$ cat config.mk
export PLATFORM = sky130hd
export DESIGN_NAME = axi_rd_line_fetch
export DESIGN_NICKNAME = d
export VERILOG_FILES = /design/src/rtl/axi_rd_line_fetch.sv
export SDC_FILE = /design/constraint.sdc
export NUM_CORES = 1
export LEC_CHECK = 0
export CORE_AREA = 2 2 308 310
export DETAILED_ROUTE_END_ITERATION = 7
export DIE_AREA = 0 0 310 312
export DONT_BUFFER_PORTS = 1
export GPL_TIMING_DRIVEN = 0
export MAX_ROUTING_LAYER = met4
export PLACE_DENSITY = 0.34
export SLEW_MARGIN = 10
export SYNTH_ARGS = -nofsm -noshare
export SYNTH_HDL_FRONTEND = slang
export SYNTH_SLANG_ARGS = --single-unit
$ cat constraint.sdc
create_clock -name clk_i -period 5.5 [get_ports clk_i]
set_input_delay 1.1 -clock clk_i [delete_from_list [all_inputs] [get_ports clk_i]]
set_output_delay 1.1 -clock clk_i [all_outputs]
set_load 0.05 [all_outputs]
$ cat src/rtl/axi_rd_line_fetch.sv
// Fetches one cache line via a single AXI read burst and assembles the beats into a line buffer.
// Optional macro AXI_RD_LINE_FETCH_ID_CHECK_EN drops (and flags) DATA beats whose ID differs from the request.
module axi_rd_line_fetch #(
  parameter  int AxiNumWords  = 4,
  parameter  int AxiIdWidth   = 4,
  parameter  int AxiUserWidth = 64,
  localparam int BlenW        = $clog2(AxiNumWords),
  localparam int CntW         = BlenW + 1
) (
  input  logic                                 clk_i,
  input  logic                                 rst_ni,
  input  logic                                 req_valid_i,
  output logic                                 req_ready_o,
  input  logic [63:0]                          req_addr_i,
  input  logic [BlenW-1:0]                     req_blen_i,
  input  logic [AxiIdWidth-1:0]                req_id_i,
  output logic                                 rd_req_o,
  input  logic                                 rd_gnt_i,
  output logic [63:0]                          rd_addr_o,
  output logic [BlenW-1:0]                     rd_blen_o,
  output logic [1:0]                           rd_size_o,
  output logic [AxiIdWidth-1:0]                rd_id_o,
  output logic                                 rd_lock_o,
  output logic                                 rd_rdy_o,
  input  logic                                 rd_valid_i,
  input  logic                                 rd_last_i,
  input  logic [63:0]                          rd_data_i,
  input  logic [AxiUserWidth-1:0]              rd_user_i,
  input  logic [AxiIdWidth-1:0]                rd_id_i,
  output logic                                 line_valid_o,
  input  logic                                 line_ready_i,
  output logic [AxiNumWords*64-1:0]            line_data_o,
  output logic [AxiNumWords*AxiUserWidth-1:0]  line_user_o,
  output logic                                 line_err_o
);

  typedef enum logic [1:0] {IDLE, REQ, DATA, DONE} state_t;

  state_t                                   state;
  logic                                     req_ready_q, rd_req_q, rd_rdy_q, line_valid_q;
  logic [63:0]                              addr_q;
  logic [BlenW-1:0]                         blen_q;
  logic [AxiIdWidth-1:0]                    id_q;
  logic [CntW-1:0]                          cnt_q;
  logic                                     err_q;
  logic [AxiNumWords-1:0][63:0]             data_q;
  logic [AxiNumWords-1:0][AxiUserWidth-1:0] user_q;

  logic beat, id_ok, over, at_end, wr, set_err;

  assign beat = (state == DATA) && rd_valid_i;

`ifdef AXI_RD_LINE_FETCH_ID_CHECK_EN
  assign id_ok = (rd_id_i == id_q);
`else
  logic unused_rd_id;
  assign unused_rd_id = ^rd_id_i;
  assign id_ok        = 1'b1;
`endif

  assign over    = cnt_q > {1'b0, blen_q};
  assign at_end  = cnt_q == {1'b0, blen_q};
  assign wr      = beat && id_ok && !over && (cnt_q < CntW'(AxiNumWords));
  // A good beat is flagged whenever its last flag disagrees with reaching the programmed length.
  assign set_err = beat && (!id_ok || over || (rd_last_i != at_end));

  always_ff @(posedge clk_i or negedge rst_ni) begin
    if (!rst_ni) begin
      state        <= IDLE;
      req_ready_q  <= 1'b1;
      rd_req_q     <= 1'b0;
      rd_rdy_q     <= 1'b0;
      line_valid_q <= 1'b0;
      addr_q       <= '0;
      blen_q       <= '0;
      id_q         <= '0;
      cnt_q        <= '0;
      err_q        <= 1'b0;
    end else begin
      case (state)
        IDLE: begin
          if (req_valid_i) begin
            addr_q      <= req_addr_i;
            blen_q      <= req_blen_i;
            id_q        <= req_id_i;
            cnt_q       <= '0;
            err_q       <= 1'b0;
            state       <= REQ;
            req_ready_q <= 1'b0;
            rd_req_q    <= 1'b1;
          end
        end
        REQ: begin
          if (rd_gnt_i) begin
            state    <= DATA;
            rd_req_q <= 1'b0;
            rd_rdy_q <= 1'b1;
          end
        end
        DATA: begin
          if (set_err) err_q <= 1'b1;
          if (beat && id_ok) begin
            if (!over && cnt_q != '1) cnt_q <= cnt_q + CntW'(1);
            if (rd_last_i) begin
              state        <= DONE;
              rd_rdy_q     <= 1'b0;
              line_valid_q <= 1'b1;
            end
          end
        end
        DONE: begin
          if (line_ready_i) begin
            state        <= IDLE;
            line_valid_q <= 1'b0;
            req_ready_q  <= 1'b1;
          end
        end
        default: begin
          state        <= IDLE;
          req_ready_q  <= 1'b1;
          rd_req_q     <= 1'b0;
          rd_rdy_q     <= 1'b0;
          line_valid_q <= 1'b0;
        end
      endcase
    end
  end

  // Line buffer: only words hit by the current burst change, the rest keep older data.
  always_ff @(posedge clk_i or negedge rst_ni) begin
    if (!rst_ni) begin
      data_q <= '0;
      user_q <= '0;
    end else if (wr) begin
      data_q[cnt_q[BlenW-1:0]] <= rd_data_i;
      user_q[cnt_q[BlenW-1:0]] <= rd_user_i;
    end
  end

  assign req_ready_o  = req_ready_q;
  assign rd_req_o     = rd_req_q;
  assign rd_rdy_o     = rd_rdy_q;
  assign rd_addr_o    = addr_q;
  assign rd_blen_o    = blen_q;
  assign rd_id_o      = id_q;
  assign rd_size_o    = 2'b11;
  assign rd_lock_o    = 1'b0;
  assign line_valid_o = line_valid_q;
  assign line_data_o  = data_q;
  assign line_user_o  = user_q;
  assign line_err_o   = err_q & line_valid_q;

endmodule

* Word-level counts from Yosys, hierarchy flattened
Cells that the tools add are included.
W data, S select, Z words.
** Storage, ports and cells
- Register bits after elaboration :: 592
- Input bits :: 209
- Output and inout port bits :: 590
- Logic and storage cells :: 89
** Cells by class
- $add $sub $neg :: 1
- Magnitude comparators :: 4
- Eq/ne operators :: 13
- Multiplexer cells :: 30
- Bitwise gates (word level) :: 1
- Reductions and logical operators :: 22
** Operators with widths (count)
- $bwmux W256 :: 2
- $demux W64 S2 :: 1
- $mux W64 :: 1
- $ne A2 B2 Y1 const B :: 6
- $reduce_and A4 Y1 :: 3
- $mux W1 :: 11
- $mux W2 :: 5
- $pmux W1 S2 :: 5
- $reduce_bool A2 Y1 :: 5
- $mux W3 :: 3
- $reduce_and A3 Y1 :: 3
- $pmux W2 S4 :: 1
- $logic_and A1 B1 Y1 :: 6
- $pmux W3 S2 :: 1
- $reduce_and A5 Y1 :: 1
- $eq A2 B2 Y1 const B :: 2
- $add A3 B1 Y3 const B :: 1
- $eq A3 B2 Y1 :: 1
- $gt A3 B2 Y1 :: 1
- $lt A2 B3 Y1 const B :: 1
- $lt A3 B3 Y1 const B :: 1
- $ne A3 B3 Y1 const B :: 1
- $eq A2 B1 Y1 const B :: 1
- $ge A2 B1 Y1 const B :: 1
- 7 further kinds :: 7

* Longest topological paths before layout
Gate-level depths: netlist of the first run.
- Depth after elaboration :: 6
- Mapped depth :: 8
- Gate-level depth less buffers :: 6

* Worst setup path before layout of the first run
Ideal clock, no wire load.
- Path type :: reg-to-output
- Start :: register line_valid_q, in the netlist line_valid_o
- End :: output line_err_o
- Arrival :: 1.137 ns
- Data required time :: 4.400 ns
- Slack :: 3.263 ns
- Stages on the path, launching flop included :: 2
- Buffers on the path :: 0
- Path through :: dfrtp_1 > and2_1
** On the way
- Word-level cells in the longest chain between the ends :: 1
** RTL lines
- start: declaration :: RTL line 40 : logic req_ready_q, rd_req_q, rd_rdy_q, line_valid_q;
- start signal: assignment :: RTL line 73 : line_valid_q <= 1'b0;
- start signal: assignment :: RTL line 107 : line_valid_q <= 1'b1;
- start signal: assignment :: RTL line 114 : line_valid_q <= 1'b0;
- $and A1 B1 Y1 :: RTL line 151 : assign line_err_o = err_q & line_valid_q;
- end: declaration :: RTL line 34 : output logic line_err_o
Every way passes these cells.

* Worst setup path after layout of the first run
Ends and elaborated chain as after synthesis.

==> implementation parameters, run 1 <==
Parameter                              Value

Clocking
  Clock tree from TritonCTS ... done
  Inserted Clock Buffers ... 73
  Count of clock tree sinks ... 592
  Post CTS Setup Buffer Count ... 0
  Clock-pin slew on the worst setup and hold paths ... around 0.05 ns
  CTS max path bufs ... 3
  H-tree levels ... 3
  Clock root buffer ... clkbuf_16
  Later-pin clock latency in the skew report ... 0.63 ns
  Cts hold-fix bufs ... 0
  Post-cts sizing count ... 0

Setup path
  Required time of the worst setup path ... 4.40 ns
  Type of origin of the critical path ... register
  Peak per-stage delay on the critical path ... ~0.74 ns
  Biggest fanout along the worst timing path ... 4
  CP Class ... register to output pin
  Largest delay share family, worst path ... flip-flops
  Crit path max-delay cell type ... dfrtp_1
  CP endpoint kind ... output pin
  Worst-path cell chain ... and2_1
  Data arrival time of the critical path ... just under 2 ns
  Count of buffer and inverter cells on the critical path ... 0

GRT
  GRT Total Usage ... 15.26%
  Initial antenna violation count ... 2
  Pin count of the biggest net entering global routing ... 593
  Vias in the first global route ... 12.52k
  Wire length of the first global-routing pass ... 102.3 mm
  Gr ovfl total ... 0

Timing
  Unrepaired setup endpoints after global routing ... no
  Total setup violations reported at the end of the flow ... 0
  Maximum achievable frequency ... roughly 330 MHz
  Worst slew pin tran ... 3.287 ns
  Final Max Tran Viols ... approximately 430
  Period minus WS final ... 3.068 ns
  Ratio of final minimum period to clock period ... 55.78%
  TNS Setup ... 0 ns
  Final clock skew ... 0.02943 ns
  Relative slew slack ... -119.1%
  Final hold violations ... 0

Place
  Detailed placer's ending HPWL ... about 53 mm
  Buffers on Ports ... 0
  Final weighted congestion in routability-driven placement ... 0.7676

Yosys
  Warning count from the yosys run ... 0
  Sequential element share of the synthesized area ... 65.78%
  Mapped Cells ... ~1.3k
  Post-synthesis share of cell area spent on and, or, nand and nor gates ... 0.7222%
  Synthesized cell area ... ~0.023 mm2
  Compound-cell area share of the yosys netlist ... 0.6222%
  Post-synthesis mux area share ... between 20 and 30%
  Synth Register Bits ... 592
  Adder and majority gate portion of the synthesized area ... 0.6667%
  Unique cell type count in the Yosys netlist ... 33
  Average footprint of a synthesized cell ... approximately 17 um2
  XOR/XNOR Fraction of Synth Area ... 0%
  Combinational family with the most area after synthesis ... multiplexers

Finish
  Synthesis-to-finish area growth ... 17.78%
  Share of layout cells above drive strength 1 ... 51.76%
  Final net count ... roughly 1.6k
  Fill cells ... 9,400

Job
  Count of maximum capacitance violations ... 0

Routing
  Amount of wire on met3 after detailed routing ... 8.090 mm
  Initial detailed-routing violation count ... 490
  Vias per Instance ... between 4 and 5
  Routed met1 length ... 24.71 mm
  Wire per inst ... 27.20 um
  DRC violations left ... 0
  1st-pass router iterations ... 4
  Vias ... 11.49k
  Highest metal layer with signal wires ... met4
  Detailed-route wire length ... roughly 73 mm
  Post-detailed-route count of antenna-violating nets ... 0
  Total met2 wirelength after detailed routing ... 38.51 mm

Floorplan
  Floorplan die width ... 310 um
  Site row count ... 112
  Ports ... 799
  Effective utilization at floorplan ... 24.20%
  Area of the core ... 0.09305 mm2
  Die Area ... roughly 0.097 mm2
  Vertical extent of the die ... 312 um

Run status
  Failing checks ... max-slew violations
  Run status ... finished with violations

Worst hold path
  Worst min-delay path category ... primary input to asynchronous set/reset pin
[cells in the mapped netlist]
| cell | n | area [um2] |
|---|---|---|
| o32a_1 | 1 | 10.01 |
| a2bb2oi_2 | 1 | 15.01 |
| ha_1 | 12 | 150.1 |
| a2111oi_0 | 1 | 8.760 |
| a22o_1 | 2 | 17.52 |
| nor3_1 | 2 | 10.01 |
| buf_4 | 7 | 52.55 |
| mux2i_1 | 1 | 10.01 |
| nor2b_1 | 1 | 6.260 |
| dfstp_2 | 1 | 26.28 |
| a211oi_1 | 1 | 7.510 |
| a21oi_1 | 6 | 30.03 |
| and2_1 | 1 | 6.260 |
| mux2_1 | 9 | 101.4 |
| nand2_1 | 10 | 37.54 |
| nor3b_1 | 2 | 15.01 |
| mux2_2 | 574 | 6464 |
| o21ai_0 | 5 | 25.02 |
| clkbuf_1 | 7 | 26.28 |
| nand2b_1 | 3 | 18.77 |
| inv_1 | 7 | 26.28 |
| o2bb2ai_1 | 1 | 8.760 |
| nor2_1 | 7 | 26.28 |
| a2bb2oi_1 | 1 | 8.760 |
| conb_1 | 2 | 7.510 |
| buf_6 | 48 | 540.5 |
| nor4b_1 | 1 | 8.760 |
| or2_2 | 1 | 6.260 |
| o221ai_1 | 1 | 8.760 |
| nand3_1 | 4 | 20.02 |
| dfrtp_1 | 591 | 14790 |
| nand3b_1 | 1 | 7.510 |
| buf_2 | 5 | 25.02 |
[registers in the layout, summed over array words and instances (netlist names)]
signal	cells
cnt_q	3
err_q	1
line_data_o	256
line_user_o	256
line_valid_o	1
rd_addr_o	64
rd_blen_o	2
rd_id_o	4
rd_rdy_o	1
rd_req_o	1
req_ready_o	1
state	2
[worst reg2reg max path: stages, from the launching register on]
cell	delay (ns)
dfrtp_1	0.72
inv_1	0.12
ha_1	0.34
nand2_1	0.09
a2bb2oi_2	0.18
nor2_1	0.16
buf_4	0.35
buf_6	0.28
mux2_2	0.39
[worst paths after layout]
kind / endpoint / from / slack, ns / cells past startpoint
max: line_err_o / line_valid_o$_DFFE_PN0P_ / 2.43 / 1
min: rd_addr_o[9]$_DFFE_PN0P_ / rst_ni / 0.20 / 0
max reg2reg: line_user_o[3]$_DFFE_PN0P_ / rd_blen_o[1]$_DFFE_PN0P_ / 2.74 / 8
min reg2reg: err_q$_DFFE_PN0P_ / err_q$_DFFE_PN0P_ / 0.57 / 1
max in group asynchronous: line_user_o[93]$_DFFE_PN0P_ / rst_ni / 2.73 / 0
min in group clk_i: err_q$_DFFE_PN0P_ / err_q$_DFFE_PN0P_ / 0.57 / 1
[per-stage QoR]
| stage | utilization [%] | setup slack, ns | hold slack, ns | instances | instance area (um2) |
|---|---|---|---|---|---|
| after floorplan | - | 3.263 | 0.5180 | 1318 | 22530 |
| after global placement | 25.89 | 2.712 | 0.5499 | 2572 | 24090 |
| after detailed placement | 25.89 | 2.672 | 0.5684 | 2572 | 24090 |
| after CTS | 28.50 | 2.348 | 0.1101 | 2699 | 26520 |
| after global routing | 28.51 | 2.361 | 0.1361 | 2700 | 26520 |
| final | 28.51 | 2.432 | 0.1955 | 2701 | 26530 |
[metal layers]
| layer | global-route usage (%) | up-vias |
|---|---|---|
| met5 | - | - |
| met4 | 5.709 | 0 |
| met3 | 6.693 | 104 |
| met2 | 26.41 | 483 |
| met1 | 14.99 | 6103 |
| li1 | - | 4799 |
[placed cells by master (no fill, tap or decap), types with 2 or more instances in the layout]
cell type	instances
a21oi_1	6
a22o_1	2
buf_2	5
buf_4	7
buf_6	48
bufinv_16	5
clkbuf_1	23
clkbuf_16	78
clkbuf_8	12
clkinv_2	12
clkinvlp_4	2
conb_1	3
dfrtp_1	591
diode_2	2
ha_1	12
inv_1	7
mux2_1	9
mux2_2	574
nand2_1	10
nand2b_1	3
nand3_1	4
nor2_1	7
nor3_1	2
nor3b_1	2
o21ai_0	5
[cell type report]
class                      count  area [um2]  share of cell area, %
sequential                   592       14820                  55.85
multi-input combinational    652        7039                  26.54
clock buffer                 106        2177                  8.207
tap                         1254        1569                  5.915
buffer                        67       644.4                  2.429
clock inverter                21       250.2                 0.9434
inverter                       7       26.28                0.09905
antenna                        2       5.005                0.01887
[cells by family after synthesis]
kind of cell | after synthesis
multiplexers | 584
other | 2
adder cells (fa/ha/maj) | 12
buffers and inverters | 74
AO/OA/AOI/OAI | 20
AND/OR/NAND/NOR | 33
flip-flops | 592
Power of run 1 is not shown: default switching activity piles up to over one toggle a cycle in this logic, so the estimate is an artifact.
==> run 2: changes to the inputs <==
==> constraint.sdc (replaced) <==
create_clock -name clk_i -period 3.1 [get_ports clk_i]
set_input_delay 0.62 -clock clk_i [delete_from_list [all_inputs] [get_ports clk_i]]
set_output_delay 0.62 -clock clk_i [all_outputs]
set_load 0.05 [all_outputs]
==> results of run 2 <==
The final DEF is identical to that of run 1. Status: finished with violations: negative hold slack, max-slew violations.
Main changes from that run: setup slack after placement 2.672 ns -> 0.2718 ns; clock-pin slew on the worst setup and hold paths 0.05 ns -> 0.06 ns; setup slack after layout 2.432 ns -> 0.3387 ns; hold slack 0.1955 ns -> -0.2845 ns; number of hold violations in the final report 0 -> 143; start point of the critical path line_valid_o$_DFFE_PN0P_ -> rd_blen_o[1]$_DFFE_PN0P_; end point of the critical path line_err_o -> line_user_o[3]$_DFFE_PN0P_; register-to-register setup slack 2.74 ns -> 0.34 ns
Power of run 2 is left out for the same reason.
